==> config.mk <==
export PLATFORM = sky130hd
export DESIGN_NAME = cursor_grid_ctrl
export DESIGN_NICKNAME = d
export VERILOG_FILES = /design/src/rtl/cursor_grid_ctrl.sv
export SDC_FILE = /design/constraint.sdc
export NUM_CORES = 1
export LEC_CHECK = 0
export BUFFER_PORTS_ARGS = -buffer_cell sky130_fd_sc_hd__buf_2
export CORE_UTILIZATION = 45
export CTS_BUF_LIST = sky130_fd_sc_hd__clkbuf_4
export DETAILED_ROUTE_END_ITERATION = 6
export GPL_TIMING_DRIVEN = 0
export PLACE_DENSITY_LB_ADDON = 0.3
export SETUP_SLACK_MARGIN = 0.1
export SYNTH_ARGS = -nofsm -noshare
export SYNTH_HDL_FRONTEND = slang
export SYNTH_SLANG_ARGS = --single-unit
==> constraint.sdc <==
create_clock -name clk -period 6.8 [get_ports clk]
set_clock_uncertainty 0.15 [all_clocks]
set_input_delay 0 -clock clk [delete_from_list [all_inputs] [get_ports clk]]
set_output_delay 0 -clock clk [all_outputs]
set_load 0.005 [all_outputs]
==> src/rtl/cursor_grid_ctrl.sv <==
// Grid-stepped cursor overlay: tracks the cursor cell, steps it with wrap-around on
// move pulses, and renders a blinking hollow square with a select-flash colour.
module cursor_grid_ctrl #(
   parameter int          FOOTPRINT    = 32,
   parameter int          THICK        = 1,
   parameter int          PITCH        = 32,
   parameter int          GRID_COLS    = 9,
   parameter int          GRID_ROWS    = 9,
   parameter int          ORIGIN_X     = 176,
   parameter int          ORIGIN_Y     = 96,
   parameter int          INIT_COL     = 0,
   parameter int          INIT_ROW     = 0,
   parameter int          BLINK_HALF   = 12500000,
   parameter int          FLASH_CYCLES = 6250000,
   parameter logic [11:0] COLOR        = 12'h000,
   parameter logic [11:0] SEL_COLOR    = 12'hF00,
   parameter int          CW           = (GRID_COLS > 1) ? $clog2(GRID_COLS) : 1,
   parameter int          RW           = (GRID_ROWS > 1) ? $clog2(GRID_ROWS) : 1
) (
   input  logic          clk,
   input  logic          reset,
   input  logic [9:0]    pixel_x,
   input  logic [9:0]    pixel_y,
   input  logic          move_up,
   input  logic          move_down,
   input  logic          move_left,
   input  logic          move_right,
   input  logic          select,
   input  logic          blink_en,
   output logic [CW-1:0] cur_col,
   output logic [RW-1:0] cur_row,
   output logic          moved,
   output logic          on,
   output logic [11:0]   color
);

   localparam int BW = (BLINK_HALF > 1) ? $clog2(BLINK_HALF) : 1;
   localparam int FW = (FLASH_CYCLES > 0) ? $clog2(FLASH_CYCLES + 1) : 1;

   localparam logic signed [11:0] ZERO_S  = 12'sd0;
   localparam logic signed [11:0] FP_S    = 12'(FOOTPRINT);
   localparam logic signed [11:0] THICK_S = 12'(THICK);
   localparam logic signed [11:0] INNER_S = 12'(FOOTPRINT - THICK);

   typedef enum logic {
      PH_VISIBLE = 1'b0,
      PH_HIDDEN  = 1'b1
   } phase_t;

   logic [CW-1:0] cur_col_q, cur_col_d;
   logic [RW-1:0] cur_row_q, cur_row_d;
   logic          moved_q, moved_d;
   logic [BW-1:0] blink_cnt_q, blink_cnt_d;
   phase_t        phase_q, phase_d;
   logic [FW-1:0] flash_cnt_q, flash_cnt_d;
   logic          on_q, on_d;
   logic [11:0]   color_q, color_d;

   logic                 pos_change;
   logic                 flash_active;
   logic [10:0]          left, top;
   logic signed [11:0]   dx, dy;
   logic                 inbox, border;

   always_comb begin
      cur_col_d = cur_col_q;
      if (move_right && !move_left) begin
         cur_col_d = (cur_col_q == CW'(GRID_COLS - 1)) ? '0 : cur_col_q + CW'(1);
      end else if (move_left && !move_right) begin
         cur_col_d = (cur_col_q == '0) ? CW'(GRID_COLS - 1) : cur_col_q - CW'(1);
      end

      cur_row_d = cur_row_q;
      if (move_down && !move_up) begin
         cur_row_d = (cur_row_q == RW'(GRID_ROWS - 1)) ? '0 : cur_row_q + RW'(1);
      end else if (move_up && !move_down) begin
         cur_row_d = (cur_row_q == '0) ? RW'(GRID_ROWS - 1) : cur_row_q - RW'(1);
      end

      pos_change = (cur_col_d != cur_col_q) || (cur_row_d != cur_row_q);
      moved_d    = pos_change;
   end

   // A move restarts the blink so the cursor is shown right where it landed.
   always_comb begin
      blink_cnt_d = blink_cnt_q;
      phase_d     = phase_q;
      if (pos_change || !blink_en) begin
         blink_cnt_d = '0;
         phase_d     = PH_VISIBLE;
      end else if (blink_cnt_q == BW'(BLINK_HALF - 1)) begin
         blink_cnt_d = '0;
         phase_d     = (phase_q == PH_VISIBLE) ? PH_HIDDEN : PH_VISIBLE;
      end else begin
         blink_cnt_d = blink_cnt_q + BW'(1);
      end
   end

   always_comb begin
      flash_active = (flash_cnt_q != '0);
      flash_cnt_d  = flash_cnt_q;
      if (select) begin
         flash_cnt_d = FW'(FLASH_CYCLES);
      end else if (flash_active) begin
         flash_cnt_d = flash_cnt_q - FW'(1);
      end
   end

   // Signed offsets so pixels left of or above the box fall out as negative.
   always_comb begin
      left   = 11'(ORIGIN_X) + 11'(cur_col_q) * 11'(PITCH);
      top    = 11'(ORIGIN_Y) + 11'(cur_row_q) * 11'(PITCH);
      dx     = $signed({2'b00, pixel_x}) - $signed({1'b0, left});
      dy     = $signed({2'b00, pixel_y}) - $signed({1'b0, top});
      inbox  = (dx >= ZERO_S) && (dx < FP_S) && (dy >= ZERO_S) && (dy < FP_S);
      border = inbox && ((dx < THICK_S) || (dx >= INNER_S) ||
                         (dy < THICK_S) || (dy >= INNER_S));
      on_d    = border && ((phase_q == PH_VISIBLE) || flash_active);
      color_d = flash_active ? SEL_COLOR : COLOR;
   end

   always_ff @(posedge clk) begin
      if (reset) begin
         cur_col_q   <= CW'(INIT_COL);
         cur_row_q   <= RW'(INIT_ROW);
         moved_q     <= 1'b0;
         blink_cnt_q <= '0;
         phase_q     <= PH_VISIBLE;
         flash_cnt_q <= '0;
         on_q        <= 1'b0;
         color_q     <= COLOR;
      end else begin
         cur_col_q   <= cur_col_d;
         cur_row_q   <= cur_row_d;
         moved_q     <= moved_d;
         blink_cnt_q <= blink_cnt_d;
         phase_q     <= phase_d;
         flash_cnt_q <= flash_cnt_d;
         on_q        <= on_d;
         color_q     <= color_d;
      end
   end

   assign cur_col = cur_col_q;
   assign cur_row = cur_row_q;
   assign moved   = moved_q;
   assign on      = on_q;
   assign color   = color_q;

endmodule

==> metrics.md, run 1 <==
| Metric | Value |
|---|---|
| Cell chain of the critical path | inv_1 > ha_1 > clkbuf_1 > nand3b_1 > o21ai_0 > nand2_1 > dlygate4sd3_1 > a31oi_1 > dlygate4sd3_1 |
| Fraction of layout cells with a size suffix above 1 | approximately 15% |
| Post-synthesis cell area | about 0.004 sq mm |
| Netlist cell types | 63 |
| CP peak stage delay | about 0.57 ns |
| FF-to-FF setup slack | 3.78 ns |
| Number of buffers created by CTS | 9 |
| Synthesized instance count | 504 |
| Wire length of the first global-routing pass | 15300 um |
| Syn Area/Cell | ~8.0 sq um |
| Clock Sinks | 59 |
| Area Growth Syn to Fin | 14.6% |
| IO Pins | 50 |
| Max FO, Critical Path | 9 |
| PortBufs | 39 |
| Cell Count, Final, Fillers Out | 686 |
| RSZ-0062 raised after global routing | no |
| Worst rel slew slack | 48.9% |
| Worst Tran Pin Value | about 0.76 ns |
| Int Pwr | 0.549 mW |
| Chip Height | 96.8 um |
| Worst-path clk slew | 0.11 ns |
| Hold EP | on |
| Slowest cell on crit path | dlygate4sd3_1 |
| Cell mode on critical path | dlygate4sd3_1 |
| Synth top area share | 29.2% |
| Ys flop type | dfxtp_1 |
| Gr usage total | approximately a fifth |
| Residual DRC | 0 |
| Buf+Inv Stages, Crit Path | 4 |
| Cell Pwr Density | 181 mW/mm^2 |
| WL per Instance | between 10 and 15 um |
| Setup TNS | 0 ns |
| Hpwl dp | between 6000 and 7000 um |
| Reg-to-Reg Start | cur_row[1] |
| Final wirelength | ~8400 um |
| Placed insts | 658 |
| Grt met1 use | ~23% |
| Worst setup EP type | flop |
| Kind of start point of the critical path | flop |
| CTS root buffer | clkbuf_4 |
| Met2 Track Usage GR | between 30% and 40% |
| Flop pwr share | between 40% and 50% |
| Max_cap viols | 0 |
| Net Switching | 0.290 mW |
| Grt peak-use layer | met2 |
| Vias/cell | 5.26 |
| Critical setup path kind | flop to flop |
| Synth area leaders | dfxtp_1, ha_1, nor2_1 |
| Critical path required time | between 6 and 7 ns |
| Setup-failing EPs final | 0 |
| Reg2reg path depth | 9 |
| Core region area | between 0.008 and 0.009 sq mm |
| Comb pwr share | around 30% |
| Worst vdd ir | 98.1 uV |
| Full die area | around 0.0094 sq mm |
| Post-layout minimum cycle time | ~3 ns |
| Met3 usage | 4.62% |
| Leading cell types in the layout, fill and taps excluded | nor2_1, dfxtp_1, buf_2 |
| Vias | 3610 |
| Sequential element share of the synthesized area | 29.2% |
| Clk_lat worst skew | 0.40 ns |
| Hold path depth | 4 |
| Arrival time at the worst endpoint | about 3.2 ns |
| Fill cell count | 834 |
| Vias in the first global route | ~3600 |
| Starting Density | between 40% and 50% |
| Pre-antenna DRT Iters | 4 |
| Initial antenna violation count | 0 |
| Iter 0 DRT Violations | 104 |
| Switching share of power | 34.6% |
| H-tree Lvls | 3 |
| Final GP Congestion | 0.877 |
| Most common cell after layout, fill and taps aside | nor2_1 |
| Hold_sp | pixel_y[6] |
| FMAX | 331 MHz |
| Final Max Slew Viols | 0 |
| Static leakage | 1.94 nW |
| Hold Crit Class | primary input to flop |
| Die X | around 97 um |
| Hold Vio Cnt, Final | 0 |
| Clock Path Buffers | 2 |
| CTS tree | yes |
| Outcome | finished, final reports clean |
| Number of synthesized register bits | 59 |
| Post-route ant nets | 0 |
| Clock power frac | approximately 25% |
| Largest net degree at the start of global routing | 12 |
| Global route total overflow | 0 |
| Fin nets | 638 |
| Synth warnings | 0 |
| N_diodes | 0 |
| Post-synth ARST share | 0% |
| Period utilization | 44.4% |
| CP delay by family, top | buffers and inverters |
| Row cnt | 34 |
| R2R Path End | cur_row[2] |
| Leading area contributor after synthesis | dfxtp_1 |
| Number of synthesized flops with an enable pin | 0 |
-- timing repair --
action	in CTS	in global routing
gates resized for setup	0	0
hold endpoints to repair	11	0
setup buffers	0	0
hold buffers	12	0
-- cell type report --
class	instances	area [sq um]	area share, %
multi-input cells	388	2590	56.1
flip-flops and latches	59	1180	25.5
repair buffers	51	315	6.81
inverters	41	154	3.32
plain buffers	23	136	2.95
well taps	108	135	2.92
clock buffers	9	67.6	1.46
clock inverters	7	45.0	0.973
-- state kept, by name, summed over array words and instances (netlist names) --
signal       cells
on               1
blink_cnt_q     24
color            1
cur_col          4
moved            1
phase_q          1
cur_row          4
flash_cnt_q     23
-- metal layers --
layer  share of wire, %  wire (um)
met4                1.3        112
met3                3.9        330
met5                  0          0
met1                 47       3940
met2                 48       4050
-- synthesized netlist by cell type, types with 3 or more instances --
| cell type | count |
|---|---|
| and3_1 | 6 |
| mux2i_1 | 3 |
| clkbuf_1 | 7 |
| or4_1 | 3 |
| nand2b_1 | 5 |
| a211oi_1 | 4 |
| nor2b_1 | 9 |
| and4_1 | 3 |
| nand2_1 | 31 |
| a31oi_1 | 5 |
| ha_1 | 37 |
| xor2_1 | 21 |
| a21o_1 | 3 |
| nor3b_1 | 3 |
| dfxtp_1 | 59 |
| o21ai_0 | 23 |
| a21oi_1 | 34 |
| or3_1 | 3 |
| mux2_2 | 3 |
| nor3_1 | 11 |
| inv_1 | 41 |
| nand3_1 | 17 |
| buf_4 | 12 |
| a22oi_1 | 3 |
| nor2_1 | 63 |
| or2_2 | 3 |
| buf_2 | 4 |
| nor4_1 | 9 |
| o2111ai_1 | 3 |
| xnor2_1 | 22 |
| o211ai_1 | 3 |
| nand4_1 | 10 |
-- worst max-delay path by stage --
stage	start	end	slack, ns	depth (start not counted)
2_1_floorplan	cur_row[1]	on	4.08	10
3_3_place_gp	cur_row[1]	on	3.82	10
3_5_place_dp	cur_row[1]	on	3.82	10
4_1_cts	cur_row[1]	on	3.79	10
5_1_grt	cur_row[1]	on	3.60	10
6_report	cur_row[1]	cur_row[2]	3.78	9
-- cell families after synthesis --
kind of cell / after synthesis / share of synthesized area [%]
and+or+nand+nor: 191 / 24.3
AOI/OAI and AO/OA: 103 / 16.8
buffers and inverters: 64 / 7.19
DFF: 59 / 29.2
xor gates and xnor gates: 43 / 9.32
adders and majority gates: 37 / 11.5
muxes: 6 / 1.58
other: 1 / 0.0928
-- through the flow --
stage                     power [mW]  hold WS, ns  cell area, sq um  setup WS (ns)  utilization (%)
final                          0.840       0.0440              4630           3.78             53.1
after global routing           0.896       0.0596              4630           3.60             53.1
after CTS                      0.844       0.0366              4630           3.79             53.1
after detailed placement       0.633        0.134              4400           3.82             50.4
after global placement         0.626        0.119              4400           3.82             50.4
after floorplan                0.574      -0.0606              4070           4.08                -
-- worst min-delay path, cell delays in order --
cell and delay [ns]:
buf_2 0.08, ha_1 0.13, ha_1 0.23, a2111oi_2 0.10
-- power groups by stage --
stage | registers (mW) | logic (mW) | clock network, mW
after global placement | 0.390 | 0.236 | 0
after detailed placement | 0.390 | 0.243 | 0
after global routing | 0.386 | 0.284 | 0.226
after floorplan | 0.386 | 0.188 | 0
final | 0.383 | 0.251 | 0.206
after CTS | 0.383 | 0.251 | 0.211
No activity file was read; power rests on OpenSTA's default activity.
==> run 2, diff against run 1 <==
- clock period: 6.8 -> 2.7 ns (I/O delays scaled with it)
==> metrics.md, run 2 (same netlist as run 1, synthesis figures left out) <==
| Metric | Value |
|---|---|
| CTS tree | yes (unchanged) |
| FMAX | 391 MHz (was 331 MHz) |
| Die X | 96.8 um (unchanged) |
| N_diodes | 0 (unchanged) |
| Hold_sp | pixel_y[4] (was pixel_y[6]) |
| Number of buffers created by CTS | 9 (unchanged) |
| Final wirelength | 8550 um (was 8440 um) |
| Tot Pwr | 2.20 mW (was 0.840 mW) |
| Cell chain of the critical path | clkinvlp_4 > ha_4 > ha_4 > o21ai_2 > a311oi_2 > o2111ai_2 > a2111oi_4 > nand4_1 > a2111oi_4 (was inv_1 > ha_1 > clkbuf_1 > nand3b_1 > o21ai_0 > nand2_1 > dlygate4sd3_1 > a31oi_1 > dlygate4sd3_1) |
| H-tree Lvls | 3 (unchanged) |
| Regs by FF count | blink_cnt_q x24, flash_cnt_q x23 (unchanged) |
| Outcome | finished, final reports clean (unchanged) |
| Fill cell count | 821 (was 834) |
| Reg-to-Reg Start | cur_col[2] (was cur_row[1]) |
| Worst vdd ir | 268 uV (was 98.1 uV) |
| Max FO, Critical Path | 6 (was 9) |
| Row cnt | 34 (unchanged) |
| Final GP Congestion | 0.876 (was 0.877) |
| Residual DRC | 0 (unchanged) |
| Initial antenna violation count | 0 (unchanged) |
| PortBufs | 39 (unchanged) |
| CP peak stage delay | 0.39 ns (was 0.57 ns) |
| Core region area | 0.00872 sq mm (unchanged) |
| Global route total overflow | 0 (unchanged) |
| RSZ-0062 raised after global routing | yes (was no) |
| Wire length of the first global-routing pass | 14600 um (was 15300 um) |
| Vias in the first global route | 3380 (was 3565) |
| Setup TNS | 0 ns (unchanged) |
| Worst rel slew slack | 49.0% (was 48.9%) |
| Fin nets | 643 (was 638) |
| R2R Path End | on (was cur_row[2]) |
| Slowest cell on crit path | dfxtp_4 (was dlygate4sd3_1) |
| Reg2reg path depth | 9 (unchanged) |
| Pre-antenna DRT Iters | 4 (unchanged) |
| Max reg flops | 24 (unchanged) |
| Leading cell types in the layout, fill and taps excluded | nor2_1, dfxtp_1, buf_2 (unchanged) |
| Post-layout minimum cycle time | 2.55 ns (was 3.02 ns) |
| CP delay by family, top | compound AO/OA/AOI/OAI gates (was buffers and inverters) |
| Max_cap viols | 0 (unchanged) |
| Util after Layout | 55.4% (was 53.1%) |
| CTS root buffer | clkbuf_4 (unchanged) |
| Gr usage total | 18.7% (was 19.2%) |
| Area Growth Syn to Fin | 19.6% (was 14.6%) |
| Place WS | -0.134 ns (was 3.82 ns) |
| Arrival time at the worst endpoint | 2.71 ns (was 3.21 ns) |
| Clock Sinks | 59 (unchanged) |
| Area post-placement | 0.00440 sq mm (about the same) |
| Static leakage | 1.98 nW (was 1.94 nW) |
| Full die area | 0.00936 sq mm (unchanged) |
| Vias/cell | 5.25 (was 5.26) |
| Iter 0 DRT Violations | 90 (was 104) |
| Final Max Slew Viols | 0 (unchanged) |
| Kind of start point of the critical path | flop (unchanged) |
| Hpwl dp | 6400 um (was 6530 um) |
| Fraction of layout cells with a size suffix above 1 | 19.6% (was 15.1%) |
| Worst-path clk slew | 0.10 ns (was 0.11 ns) |
| Critical setup path kind | flop to flop (unchanged) |
| Min setup slack post-route | 0.145 ns (was 3.78 ns) |
| Chip Height | 96.8 um (unchanged) |
| Buf+Inv Stages, Crit Path | 1 (was 4) |
| WL per Instance | 12.4 um (was 12.3 um) |
| Clock Path Buffers | 2 (unchanged) |
| Cell Count, Final, Fillers Out | 691 (was 686) |
| Clk_lat worst skew | 0.40 ns (about the same) |
| Starting Density | 46.3% (unchanged) |
| IO Pins | 50 (unchanged) |
| Worst Tran Pin Value | 0.757 ns (was 0.759 ns) |
| Hold path depth | 5 (was 4) |
| Vias | 3628 (was 3610) |
| Most flop-heavy register | blink_cnt_q (unchanged) |
| Hold Crit Class | primary input to flop (unchanged) |
| Largest net degree at the start of global routing | 12 (unchanged) |
| Worst setup EP type | flop (unchanged) |
| Final Hold Slack | 0.0611 ns (was 0.0440 ns) |
| Post-route ant nets | 0 (unchanged) |
| Placed insts | 658 (unchanged) |
| FF-to-FF setup slack | 0.15 ns (was 3.78 ns) |
| Setup-failing EPs final | 0 (unchanged) |
| Final Cell Area | 0.00483 sq mm (was 0.00463 sq mm) |
| Critical path required time | 2.85 ns (was 6.99 ns) |
| Cell Pwr Density | 456 mW/mm^2 (was 181 mW/mm^2) |
| Hold EP | on (unchanged) |
| Hold Vio Cnt, Final | 0 (unchanged) |
| Period utilization | 94.6% (was 44.4%) |
| Most common cell after layout, fill and taps aside | nor2_1 (unchanged) |
[run 2: cell types whose count changed in the layout (fill, tap and decap cells not counted), sizes merged]
cell,change
clkinv,-1
inv,-1
dlygate4sd3,-1
buf,+5
clkinvlp,+2
clkbuf,+1
[run 2: how the worst max path moves through the flow]
stage,start,endpoint,slack [ns],cells after the start
3_5_place_dp,cur_row[1],on,-0.13,10
3_3_place_gp,cur_row[1],on,-0.13,10
6_report,cur_col[2],on,0.15,9
4_1_cts,cur_row[0],on,0.08,10
5_1_grt,cur_col[2],on,0.02,9
2_1_floorplan,cur_row[1],on,0.10,10
[run 2: cell type report]
cell class	instances	area (sq um)	area share [%]
inverters	41	160	3.32
flip-flops and latches	59	1200	24.8
clock inverters	7	45.0	0.932
multi-input cells	388	2730	56.5
plain buffers	23	144	2.98
clock buffers	9	67.6	1.40
repair buffers	56	350	7.25
well taps	108	135	2.80
[run 2: power by group]
| part | switching, mW | internal, mW | leakage, nW |
|---|---|---|---|
| registers | 0.0523 | 0.912 | 0.486 |
| logic | 0.379 | 0.337 | 1.44 |
| clock network | 0.339 | 0.183 | 0.0554 |
[run 2: worst reg2reg max path, delay by kind of cell (launching register included)]
kind	cells	cell delay, ns
AO/OA/AOI/OAI	5	1.05
adder cells (fa/ha/maj)	2	0.55
buffers and inverters	1	0.14
flip-flops	1	0.39
AND/OR/NAND/NOR	1	0.18
[run 2: metal layers]
metal  global-route usage (%)  routed length (um)  share of wire, %  vias up
li1                         -                   -                 -     1904
met3                     4.99                 257               3.0        6
met1                     23.2                4060                48     1662
met2                     31.6                4160                49       56
met4                     5.28                  71              0.83        0
met5                        0                   0                 0        -
[run 2: repair_timing]
item	in CTS	in global routing
resized for setup	13	17
pin swaps	10	9
hold endpoints to repair	13	0
endpoints found under the setup margin	25	22
buffers inserted	3	3
hold buffers	11	0
